### src/rtl/fifo_arb_pkg.sv
// Shared types and helpers for the FIFO write-port arbiter.
//   state_t : arbiter FSM states (IDLE, BURST)
//   clog2   : ceiling log2, used to size grant index and burst counter.
//             Callers derive GRANT_W = clog2(NUM_REQ) and
//             CNT_W = clog2(BURST_MAX)+1 from their own parameters.
package fifo_arb_pkg;

    typedef enum logic {
        IDLE  = 1'b0,
        BURST = 1'b1
    } state_t;

    function automatic int clog2(input int n);
        int r;
        r = 0;
        while ((1 << r) < n) r++;
        return r;
    endfunction

endpackage

### src/rtl/fifo_wr_arbiter_rr_picker.sv
// Combinational rotate-priority encoder.
//   req_valid  in  : per-requester valid
//   last_grant in  : index of the last granted requester
//   next_grant out : first valid index searching upward from last_grant+1,
//                    wrapping modulo NUM_REQ
//   any_req    out : at least one requester is valid
module rr_picker
    import fifo_arb_pkg::*;
#(
    parameter int NUM_REQ = 4,
    parameter int GRANT_W = clog2(NUM_REQ)
) (
    input  logic [NUM_REQ-1:0] req_valid,
    input  logic [GRANT_W-1:0] last_grant,
    output logic [GRANT_W-1:0] next_grant,
    output logic               any_req
);

    always_comb begin
        int unsigned idx;
        idx        = 0;
        next_grant = '0;
        any_req    = 1'b0;
        // Offsets 1..NUM_REQ; the last offset revisits last_grant itself.
        for (int unsigned i = 1; i <= NUM_REQ; i++) begin
            idx = (int'(last_grant) + i) % NUM_REQ;
            if (!any_req && req_valid[GRANT_W'(idx)]) begin
                any_req    = 1'b1;
                next_grant = GRANT_W'(idx);
            end
        end
    end

endmodule

### src/rtl/fifo_wr_arbiter.sv
// Round-robin arbiter sharing one FIFO write port between NUM_REQ producers.
// Each grant lasts up to BURST_MAX words; every grant costs one IDLE cycle.
//   clk       in  : write-domain clock
//   rest      in  : synchronous active-high reset
//   req_valid in  : per-requester word valid
//   req_data  in  : packed data, requester i at [i*width +: width]
//   req_ready out : per-requester accept (only the granted one, when !full)
//   full      in  : FIFO full flag
//   wr_en     out : FIFO write enable (combinational, zero latency)
//   wr_data   out : FIFO write data (0 when not writing)
//   grant_id  out : current or last granted requester
//   busy      out : high while in BURST
//   stall_cnt out : saturating count of full-stalled cycles
//                   (present only when ARB_STATS_EN is defined)
module fifo_wr_arbiter
    import fifo_arb_pkg::*;
#(
    parameter int NUM_REQ   = 4,
    parameter int width     = 8,
    parameter int BURST_MAX = 4
) (
    input  logic                       clk,
    input  logic                       rest,
    input  logic [NUM_REQ-1:0]         req_valid,
    input  logic [NUM_REQ*width-1:0]   req_data,
    output logic [NUM_REQ-1:0]         req_ready,
    input  logic                       full,
    output logic                       wr_en,
    output logic [width-1:0]           wr_data,
    output logic [clog2(NUM_REQ)-1:0]  grant_id,
    output logic                       busy
`ifdef ARB_STATS_EN
    ,
    output logic [15:0]                stall_cnt
`endif
);

    localparam int GRANT_W = clog2(NUM_REQ);
    localparam int CNT_W   = clog2(BURST_MAX) + 1;

    state_t             state, state_nx;
    logic [GRANT_W-1:0] grant_q, grant_nx, pick;
    logic [CNT_W-1:0]   burst_cnt, cnt_nx;
    logic               any_req;
    logic               g_valid;
    logic               xfer;

    rr_picker #(
        .NUM_REQ (NUM_REQ),
        .GRANT_W (GRANT_W)
    ) u_picker (
        .req_valid  (req_valid),
        .last_grant (grant_q),
        .next_grant (pick),
        .any_req    (any_req)
    );

    assign g_valid  = req_valid[grant_q];
    assign xfer     = (state == BURST) && g_valid && !full;
    assign grant_id = grant_q;
    assign busy     = (state == BURST);

    always_ff @(posedge clk) begin
        if (rest) begin
            state     <= IDLE;
            grant_q   <= GRANT_W'(NUM_REQ - 1);
            burst_cnt <= '0;
        end else begin
            state     <= state_nx;
            grant_q   <= grant_nx;
            burst_cnt <= cnt_nx;
        end
    end

    always_comb begin
        state_nx  = state;
        grant_nx  = grant_q;
        cnt_nx    = burst_cnt;
        req_ready = '0;
        wr_en     = 1'b0;
        wr_data   = '0;
        case (state)
            IDLE: begin
                if (any_req) begin
                    grant_nx = pick;
                    cnt_nx   = '0;
                    state_nx = BURST;
                end
            end
            BURST: begin
                req_ready[grant_q] = !full;
                wr_en              = xfer;
                for (int unsigned i = 0; i < NUM_REQ; i++) begin
                    if (xfer && grant_q == GRANT_W'(i))
                        wr_data = req_data[i*width +: width];
                end
                // A dropped valid ends the burst early; full alone stalls.
                if (!g_valid) begin
                    state_nx = IDLE;
                end else if (!full) begin
                    if (burst_cnt == CNT_W'(BURST_MAX - 1))
                        state_nx = IDLE;
                    else
                        cnt_nx = burst_cnt + CNT_W'(1);
                end
            end
            default: state_nx = IDLE;
        endcase
    end

`ifdef ARB_STATS_EN
    always_ff @(posedge clk) begin
        if (rest)
            stall_cnt <= '0;
        else if (state == BURST && g_valid && full && stall_cnt != 16'hFFFF)
            stall_cnt <= stall_cnt + 16'd1;
    end
`endif

endmodule

### config.mk
export PLATFORM = sky130hd
export DESIGN_NAME = fifo_wr_arbiter
export DESIGN_NICKNAME = d
export VERILOG_FILES = /design/src/rtl/fifo_arb_pkg.sv /design/src/rtl/fifo_wr_arbiter_rr_picker.sv /design/src/rtl/fifo_wr_arbiter.sv
export SDC_FILE = /design/constraint.sdc
export NUM_CORES = 1
export LEC_CHECK = 0
export CAP_MARGIN = 20
export CELL_PAD_IN_SITES_DETAIL_PLACEMENT = 0
export CELL_PAD_IN_SITES_GLOBAL_PLACEMENT = 1
export CORE_AREA = 2 2 62 64
export CTS_CLUSTER_DIAMETER = 60
export CTS_CLUSTER_SIZE = 30
export DETAILED_ROUTE_END_ITERATION = 6
export DIE_AREA = 0 0 64 66
export GPL_ROUTABILITY_DRIVEN = 0
export HOLD_SLACK_MARGIN = 0.05
export PLACE_DENSITY = 0.81
export SYNTH_ARGS = -nofsm -noshare
export SYNTH_HDL_FRONTEND = slang
export SYNTH_SLANG_ARGS = --single-unit
### constraint.sdc
create_clock -name clk -period 2.8 [get_ports clk]
set_clock_uncertainty 0.1 [all_clocks]
set_input_delay 0.7 -clock clk [delete_from_list [all_inputs] [get_ports clk]]
set_output_delay 0.7 -clock clk [all_outputs]
set_load 0.02 [all_outputs]
==> results of run 1 <==
## state kept, by name, summed over array words and instances (netlist names)
| name | count |
|---|---|
| burst_cnt | 3 |
| grant_id | 2 |
| busy | 1 |
## worst register-to-register path: cells and delay by family (launching register included)
kind                     cells  cell delay, ns
AO/OA/AOI/OAI                3            0.89
adder cells (fa/ha/maj)      1            0.37
buffers and inverters        1            0.08
flip-flops                   1            0.35
multiplexers                 1            0.58
## layer usage
metal,up-vias,part of all wire,track usage,wire (um)
li1,531,-,-,-
met2,53,0.48,0.2630,1466
met4,0,0.0039,0.04076,12
met1,488,0.43,0.1715,1318
met5,-,0,0,0
met3,2,0.082,0.03748,250
## what timing repair did
action / CTS / global route
pin swaps: 0 / 4
hold buffers: 0 / 0
endpoints found under the hold margin: 0 / 0
resized for setup: 51 / 23
buffers inserted: 1 / 1
setup endpoints to repair: 13 / 12
## cell type report
type / count / area, um^2 / area share
Tap cell: 48 / 60.06 / 0.03730
Inverter: 7 / 26.28 / 0.01632
Timing Repair Buffer: 72 / 635.6 / 0.3947
Multi-Input combinational cell: 85 / 744.5 / 0.4623
Sequential cell: 6 / 121.4 / 0.07537
Clock buffer: 3 / 22.52 / 0.01399
## stage by stage
step	TNS (ns)	hold WS, ns	setup slack, ns	util	power [mW]
after floorplan	0	0.3580	0.2153	-	0.7620
after global placement	-5.566	0.3668	-0.5661	0.4288	1.160
after detailed placement	-6.353	0.3864	-0.6417	0.4288	1.178
after CTS	0	0.3934	0.03194	0.4302	1.282
after global routing	-0.01343	0.4362	-0.008554	0.4535	1.485
final	0	0.3917	0.06215	0.4535	1.368
## cell usage in the layout, fill, tap and decap left out, types with 5 or more instances in the layout
master / n
buf_2: 8
buf_4: 18
a221oi_2: 6
nor2_1: 9
nor3_1: 7
a21oi_1: 10
inv_1: 5
dfxtp_1: 5
nor2b_1: 12
clkdlybuf4s50_1: 35
## power by group through the flow
stage	combinational, mW	clock [mW]	sequential, mW
after floorplan	0.606	0	0.156
after global placement	1.03	0	0.129
after detailed placement	1.05	0	0.131
after CTS	1.07	0.0831	0.130
after global routing	1.26	0.0888	0.137
final	1.16	0.0794	0.132
## final timing paths
check / from / end / depth (start not counted)
hold reg to reg: burst_cnt[1]$_SDFFE_PP0P_ / burst_cnt[1]$_SDFFE_PP0P_ / 2
hold / removal: burst_cnt[1]$_SDFFE_PP0P_ / burst_cnt[1]$_SDFFE_PP0P_ / 2
setup reg to reg: grant_id[0]$_SDFFE_PP1P_ / burst_cnt[0]$_SDFFE_PP0P_ / 6
setup / recovery: full / req_ready[0] / 5
## cell families (layout without fill, tap and decap cells)
family | after synthesis | count (layout) | share of synthesized area
mux | 8 | 8 | 0.1494
simple gates | 42 | 42 | 0.2759
flops | 6 | 6 | 0.1463
compound gates | 29 | 29 | 0.2668
fa+ha+maj | 6 | 6 | 0.09146
buf+inv | 13 | 82 | 0.07012
==> results.md, run 1 <==
- Final HPWL DP: 2410 um
- Yosys top cell by area: dfxtp_1
- Critical Path RT: 2.00 ns
- Sw Ratio: 0.4527
- Die outline height: about 66 um
- Largest net degree at the start of global routing: 18
- Fmax: 0.3653 GHz
- Crit path max fanout: 5
- Sink Count: 6
- Sequential Power Share: 0.096
- Synth warnings: 0
- Core ar.: approximately 3600 um^2
- Worst setup EP type: output port
- Pint: 0.7489 mW
- Critical path buffers and inverters: 3
- Worst-path cell chain: clkdlybuf4s50_1 > nor2_2 > buf_4 > and2_1 > clkdlybuf4s15_1
- Number of distinct library cells after synthesis: 31
- Max-slew violations: 0
- Vias in the first global route: 1,070
- Slowest-stage cell, CP: clkdlybuf4s50_1
- #FFs+latches synth: 6
- Crit share post-route: 0.9778
- Area delta synth->final: 96.19%
- Setup CP Type: input port to output port
- Fraction of layout cells with a size suffix above 1: 0.3410
- Pleak: 0.6881 nW
- CTS tree: yes
- Tmin final: 2.738 ns
- # rows: 22
- Rel. slew slack: 0.6693
- Combinational Power Share: 0.846
- Top-area cell type share of the netlist area: 0.1463
- Syn nets: 149
- DRT Pass-1 Iters: 4
- Cell Pwr Density: 849.6 nW/um^2
- Root buffer cell: clkbuf_4
- Async S/R FF share, synth: 0
- Clock Path Buffers: 2
- # setup viols final: 0
- Clk_lat worst skew: 0.24 ns
- H-tree depth: 1
- Initial Util: 0.2311
- Placed cell areas: 1523 um^2
- PortBufs: 54
- Peak VDD IR: 440.7 uV
- Avg Cell Area, Syn: between 7 and 8 um^2
- P_sw: 0.6193 mW
- Most common cell in the synthesized netlist: nor2b_1
- Total track usage: 0.1466
- Outcome: complete, no violations
- Top FF cell, synth: dfxtp_1
- Startpoint types: input port
- Fin area: 1610 um^2
- Remaining DRCs: 0
- Routed WL: roughly 3000 um
- Slew @ Worst Pin: roughly 0.5 ns
- Post-synth top cells: nor2b_1 (13), a21oi_1 (10), nor2_1 (10), nor3_1 (9), a221oi_1 (8)
- Placed cells: 216
- Routed Antenna Nets: 0
- CTS buffer count: 3
- Post-synth EDFFs: 0
- Main area contributors after synthesis: dfxtp_1 (15%), nor2b_1 (9.9%), ha_1 (9.1%)
- RSZ-0062 raised after global routing: true
- Filler instances: around 350
- Ports: 55
- Synth Instances: 104
- Die Wd: 64 um
- Wire per inst: 13.79 um
- CTS clk-pin slew, worst paths: 0.04 ns
- Initial antenna violation count: 0
- Slowest stage delay, CP: approximately 0.45 ns
- Grt ovf: 0
- Top Family by Delay on Critical Path: buffers and inverters
- DR vias: 1,074
- DR iter-0 viols: 24
- First-pass GRT wire length: 4823 um
- R2r setup slk: 0.34 ns
- Nets@finish: 220
- Clock share of power: 0.058
- Register area share after synthesis: 0.1463
- Die area: 4224 um^2
- Mapped Area: 820.8 um^2
- Antenna diodes: 0
- Hold Vio Cnt, Final: 0
- # Max-Cap Violations: 0
- Worst min path class: flop to flop
- Critical Path AT: 1.94 ns
- Finished Layout Cells: 221
- Avg Vias per Cell: 4.860
No activity file was read; power rests on OpenSTA's default activity.
==> run 2: changes to the inputs <==
--- a/config.mk
+++ b/config.mk
@@ -8,14 +8,15 @@
 export CAP_MARGIN = 20
 export CELL_PAD_IN_SITES_DETAIL_PLACEMENT = 0
 export CELL_PAD_IN_SITES_GLOBAL_PLACEMENT = 1
-export CORE_AREA = 2 2 62 64
+export CORE_AREA = 2 2 48 50
 export CTS_CLUSTER_DIAMETER = 60
 export CTS_CLUSTER_SIZE = 30
 export DETAILED_ROUTE_END_ITERATION = 6
-export DIE_AREA = 0 0 64 66
+export DIE_AREA = 0 0 50 52
+export DONT_BUFFER_PORTS = 1
 export GPL_ROUTABILITY_DRIVEN = 0
 export HOLD_SLACK_MARGIN = 0.05
-export PLACE_DENSITY = 0.81
+export PLACE_DENSITY = 0.77
 export SYNTH_ARGS = -nofsm -noshare
 export SYNTH_HDL_FRONTEND = slang
 export SYNTH_SLANG_ARGS = --single-unit
==> run 2 against run 1 <==
  * Sequential share of layout area increased by 5.4 points
  * Largest power group unchanged
  * Combinational power down 32%
  * Highest routed layer unchanged
  * Utilization is 0.73 points lower
  * Register-to-register slack got worse by 0.04 ns
  * Critical path depth increased by 2
==> results.md, run 2 (synthesis results as in run 1) <==
- Sequential Power Share: 0.142 (was 0.096)
- H-tree depth: 1 (unchanged)
- Max-slew violations: 0 (unchanged)
- Routed Antenna Nets: 0 (unchanged)
- Sink Count: 6 (unchanged)
- Peak VDD IR: 474.9 uV (was 440.7 uV)
- CTS buffer count: 3 (unchanged)
- Area delta synth->final: 14.48% (was 96.19%)
- Met3 Track Usage GR: 0.04885 (was 0.03748)
- Initial antenna violation count: 0 (unchanged)
- Clk_lat worst skew: 0.24 ns (about the same)
- Die area: 2600 um^2 (was 4224 um^2)
- DRT Pass-1 Iters: 4 (unchanged)
- Nets@finish: 157 (was 220)
- CTS clk-pin slew, worst paths: 0.04 ns (about the same)
- DR iter-0 viols: 10 (was 24)
- Cell Pwr Density: 1073 nW/um^2 (was 849.6 nW/um^2)
- Vias in the first global route: 701 (was 1,070)
- Antenna diodes: 0 (unchanged)
- # setup viols final: 0 (unchanged)
- Remaining DRCs: 0 (unchanged)
- Hold slack: 0.3840 ns (was 0.3917 ns)
- Initial Util: 0.3898 (was 0.2311)
- GR peak layer: met2 (unchanged)
- FF-to-FF End: burst_cnt[1]$_SDFFE_PP0P_ (was burst_cnt[0]$_SDFFE_PP0P_)
- PortBufs: 0 (was 54)
- P_sw: 0.5024 mW (was 0.6193 mW)
- Wire per inst: 14.66 um (was 13.79 um)
- Worst min path class: flop to flop (unchanged)
- Clock share of power: 0.079 (was 0.058)
- Routed WL: 2023 um (was 3047 um)
- Dpl ws: 0.1832 ns (was -0.6417 ns)
- First-pass GRT wire length: 3146 um (was 4823 um)
- Most common cell after layout, fill and taps aside: nor2b_1 (was clkdlybuf4s50_1)
- Hold path endpoint: burst_cnt[0]$_SDFFE_PP0P_ (was burst_cnt[1]$_SDFFE_PP0P_)
- Combinational Power Share: 0.780 (was 0.846)
- Pleak: 0.3501 nW (was 0.6881 nW)
- Crit path max fanout: 7 (was 5)
- R2r setup slk: 0.30 ns (was 0.34 ns)
- Hold Path Cell Cnt: 2 (unchanged)
- # rows: 17 (was 22)
- Worst-case reg-to-reg path depth: 6 (unchanged)
- Root buffer cell: clkbuf_4 (unchanged)
- Worst setup EP type: output port (unchanged)
- Final setup margin: 0.1353 ns (was 0.06215 ns)
- Placed cell areas: 892.1 um^2 (was 1523 um^2)
- Outcome: complete, no violations (unchanged)
- Startpoint types: flop (was input port)
- Fin area: 939.7 um^2 (was 1610 um^2)
- # Max-Cap Violations: 0 (unchanged)
- Tmin final: 2.665 ns (was 2.738 ns)
- Crit share post-route: 0.9517 (was 0.9778)
- Slew @ Worst Pin: 0.5123 ns (was 0.4919 ns)
- Hold Vio Cnt, Final: 0 (unchanged)
- Grt ovf: 0 (unchanged)
- Fmax: 0.3753 GHz (was 0.3653 GHz)
- GRT met2 Usage: 0.2303 (was 0.2630)
- Largest reg by FF count: burst_cnt (unchanged)
- DR vias: 793 (was 1,074)
- Reg2Reg Launch Point: grant_id[0]$_SDFFE_PP1P_ (unchanged)
- Final HPWL DP: 1671 um (was 2410 um)
- Largest register FFs: 3 (unchanged)
- Sum Neg Setup Slack: 0 ns (unchanged)
- Clock Path Buffers: 2 (unchanged)
- Ports: 55 (unchanged)
- HP Start: burst_cnt[0]$_SDFFE_PP0P_ (was burst_cnt[1]$_SDFFE_PP0P_)
- Pint: 0.5061 mW (was 0.7489 mW)
- # Post-CTS Setup Buffers: 0 (was 1)
- Critical Path RT: 2.00 ns (about the same)
- Rel. slew slack: 0.6584 (was 0.6693)
- Sw Ratio: 0.4982 (was 0.4527)
- Largest net degree at the start of global routing: 18 (unchanged)
- CTS tree: yes (unchanged)
- Highest-count cells in the layout ignoring fill and taps: nor2b_1 (12), a21oi_1 (10), nor3_1 (9), buf_4 (9), a221oi_1 (7) (was clkdlybuf4s50_1 (35), buf_4 (18), nor2b_1 (12))
- CTS Hold Buffers Added: 0 (unchanged)
- Setup CP Type: flop to output port (was input port to output port)
- Critical Path AT: 1.86 ns (was 1.94 ns)
- Avg Vias per Cell: 5.746 (was 4.860)
- Die Wd: 50 um (was 64 um)
- Met1 Track Usage GR: 0.2191 (was 0.1715)
- Placed cells: 135 (was 216)
- Core ar.: 2106 um^2 (was 3551 um^2)
- Fraction of layout cells with a size suffix above 1: 0.2818 (was 0.3410)
- Total track usage: 0.1566 (was 0.1466)
- Finished Layout Cells: 138 (was 221)
- Die outline height: 52 um (was 66 um)
==> run 2: cell types whose count changed in the layout (fill, tap and decap cells not counted), moves of 4 or more <==
cell and delta:
a221oi_1 +5, a221oi_2 -4, buf_2 -8, buf_4 -9, clkdlybuf4s50_1 -35, dlygate4sd2_1 -4
==> run 2: through the flow <==
stage          power [mW]    util
5_1_grt             1.112  0.4462
3_5_place_dp       0.8995  0.4236
3_3_place_gp       0.8942  0.4236
2_1_floorplan      0.7620       -
6_report            1.008  0.4462
4_1_cts            0.9909  0.4379
==> run 2: area by class of cell <==
class | instances | area (um^2)
Clock buffer | 3 | 22.52
Fill cell | 218 | 1166
Inverter | 7 | 26.28
Multi-Input combinational cell | 85 | 666.9
Sequential cell | 6 | 121.4
Tap cell | 28 | 35.03
Timing Repair Buffer | 9 | 67.56
==> run 2: per-layer routing <==
metal | share of wire | vias to the layer above | routed length [um]
li1 | - | 402 | -
met1 | 0.48 | 354 | 966
met2 | 0.44 | 35 | 897
met3 | 0.069 | 2 | 140
met4 | 0.0094 | 0 | 19
met5 | 0 | - | 0
==> run 2: power groups by stage <==
| stage | clock network (mW) | logic (mW) | registers [mW] |
|---|---|---|---|
| detailed placement | 0 | 0.757 | 0.142 |
| finish | 0.0794 | 0.786 | 0.143 |
| floorplan | 0 | 0.606 | 0.156 |
| global route | 0.0871 | 0.878 | 0.147 |
| CTS | 0.0834 | 0.766 | 0.141 |
| global placement | 0 | 0.752 | 0.142 |
==> run 2: critical path: stages, from the launching register on <==
cell	delay, ns
dfxtp_2	0.40
inv_1	0.08
ha_1	0.25
nor2b_2	0.20
a221oi_1	0.36
nor3_1	0.08
a21oi_1	0.14
nor2_1	0.12
==> run 2: how the worst max path moves through the flow <==
stage | start | end | slack, ns
finish | grant_id[0]$_SDFFE_PP1P_ | wr_data[0] | 0.14
global route | grant_id[0]$_SDFFE_PP1P_ | wr_data[7] | -0.0005
CTS | grant_id[0]$_SDFFE_PP1P_ | wr_data[4] | 0.007
detailed placement | req_valid[3] | wr_data[7] | 0.18
global placement | req_valid[3] | wr_data[0] | 0.22
floorplan | grant_id[0]$_SDFFE_PP1P_ | wr_data[1] | 0.22
==> run 2: timing repair <==
item                       CTS  global route
setup endpoints to repair    2             8
gates cloned                 0             0
resized for setup            3             6
==> run 3: changes to the inputs <==
--- a/config.mk
+++ b/config.mk
@@ -5,7 +5,7 @@
 export SDC_FILE = /design/constraint.sdc
 export NUM_CORES = 1
 export LEC_CHECK = 0
-export CAP_MARGIN = 20
+export CAP_MARGIN = 15
 export CELL_PAD_IN_SITES_DETAIL_PLACEMENT = 0
 export CELL_PAD_IN_SITES_GLOBAL_PLACEMENT = 1
 export CORE_AREA = 2 2 48 50
==> results of run 3 <==
Final layout, timing and power as in run 2 (identical DEF).
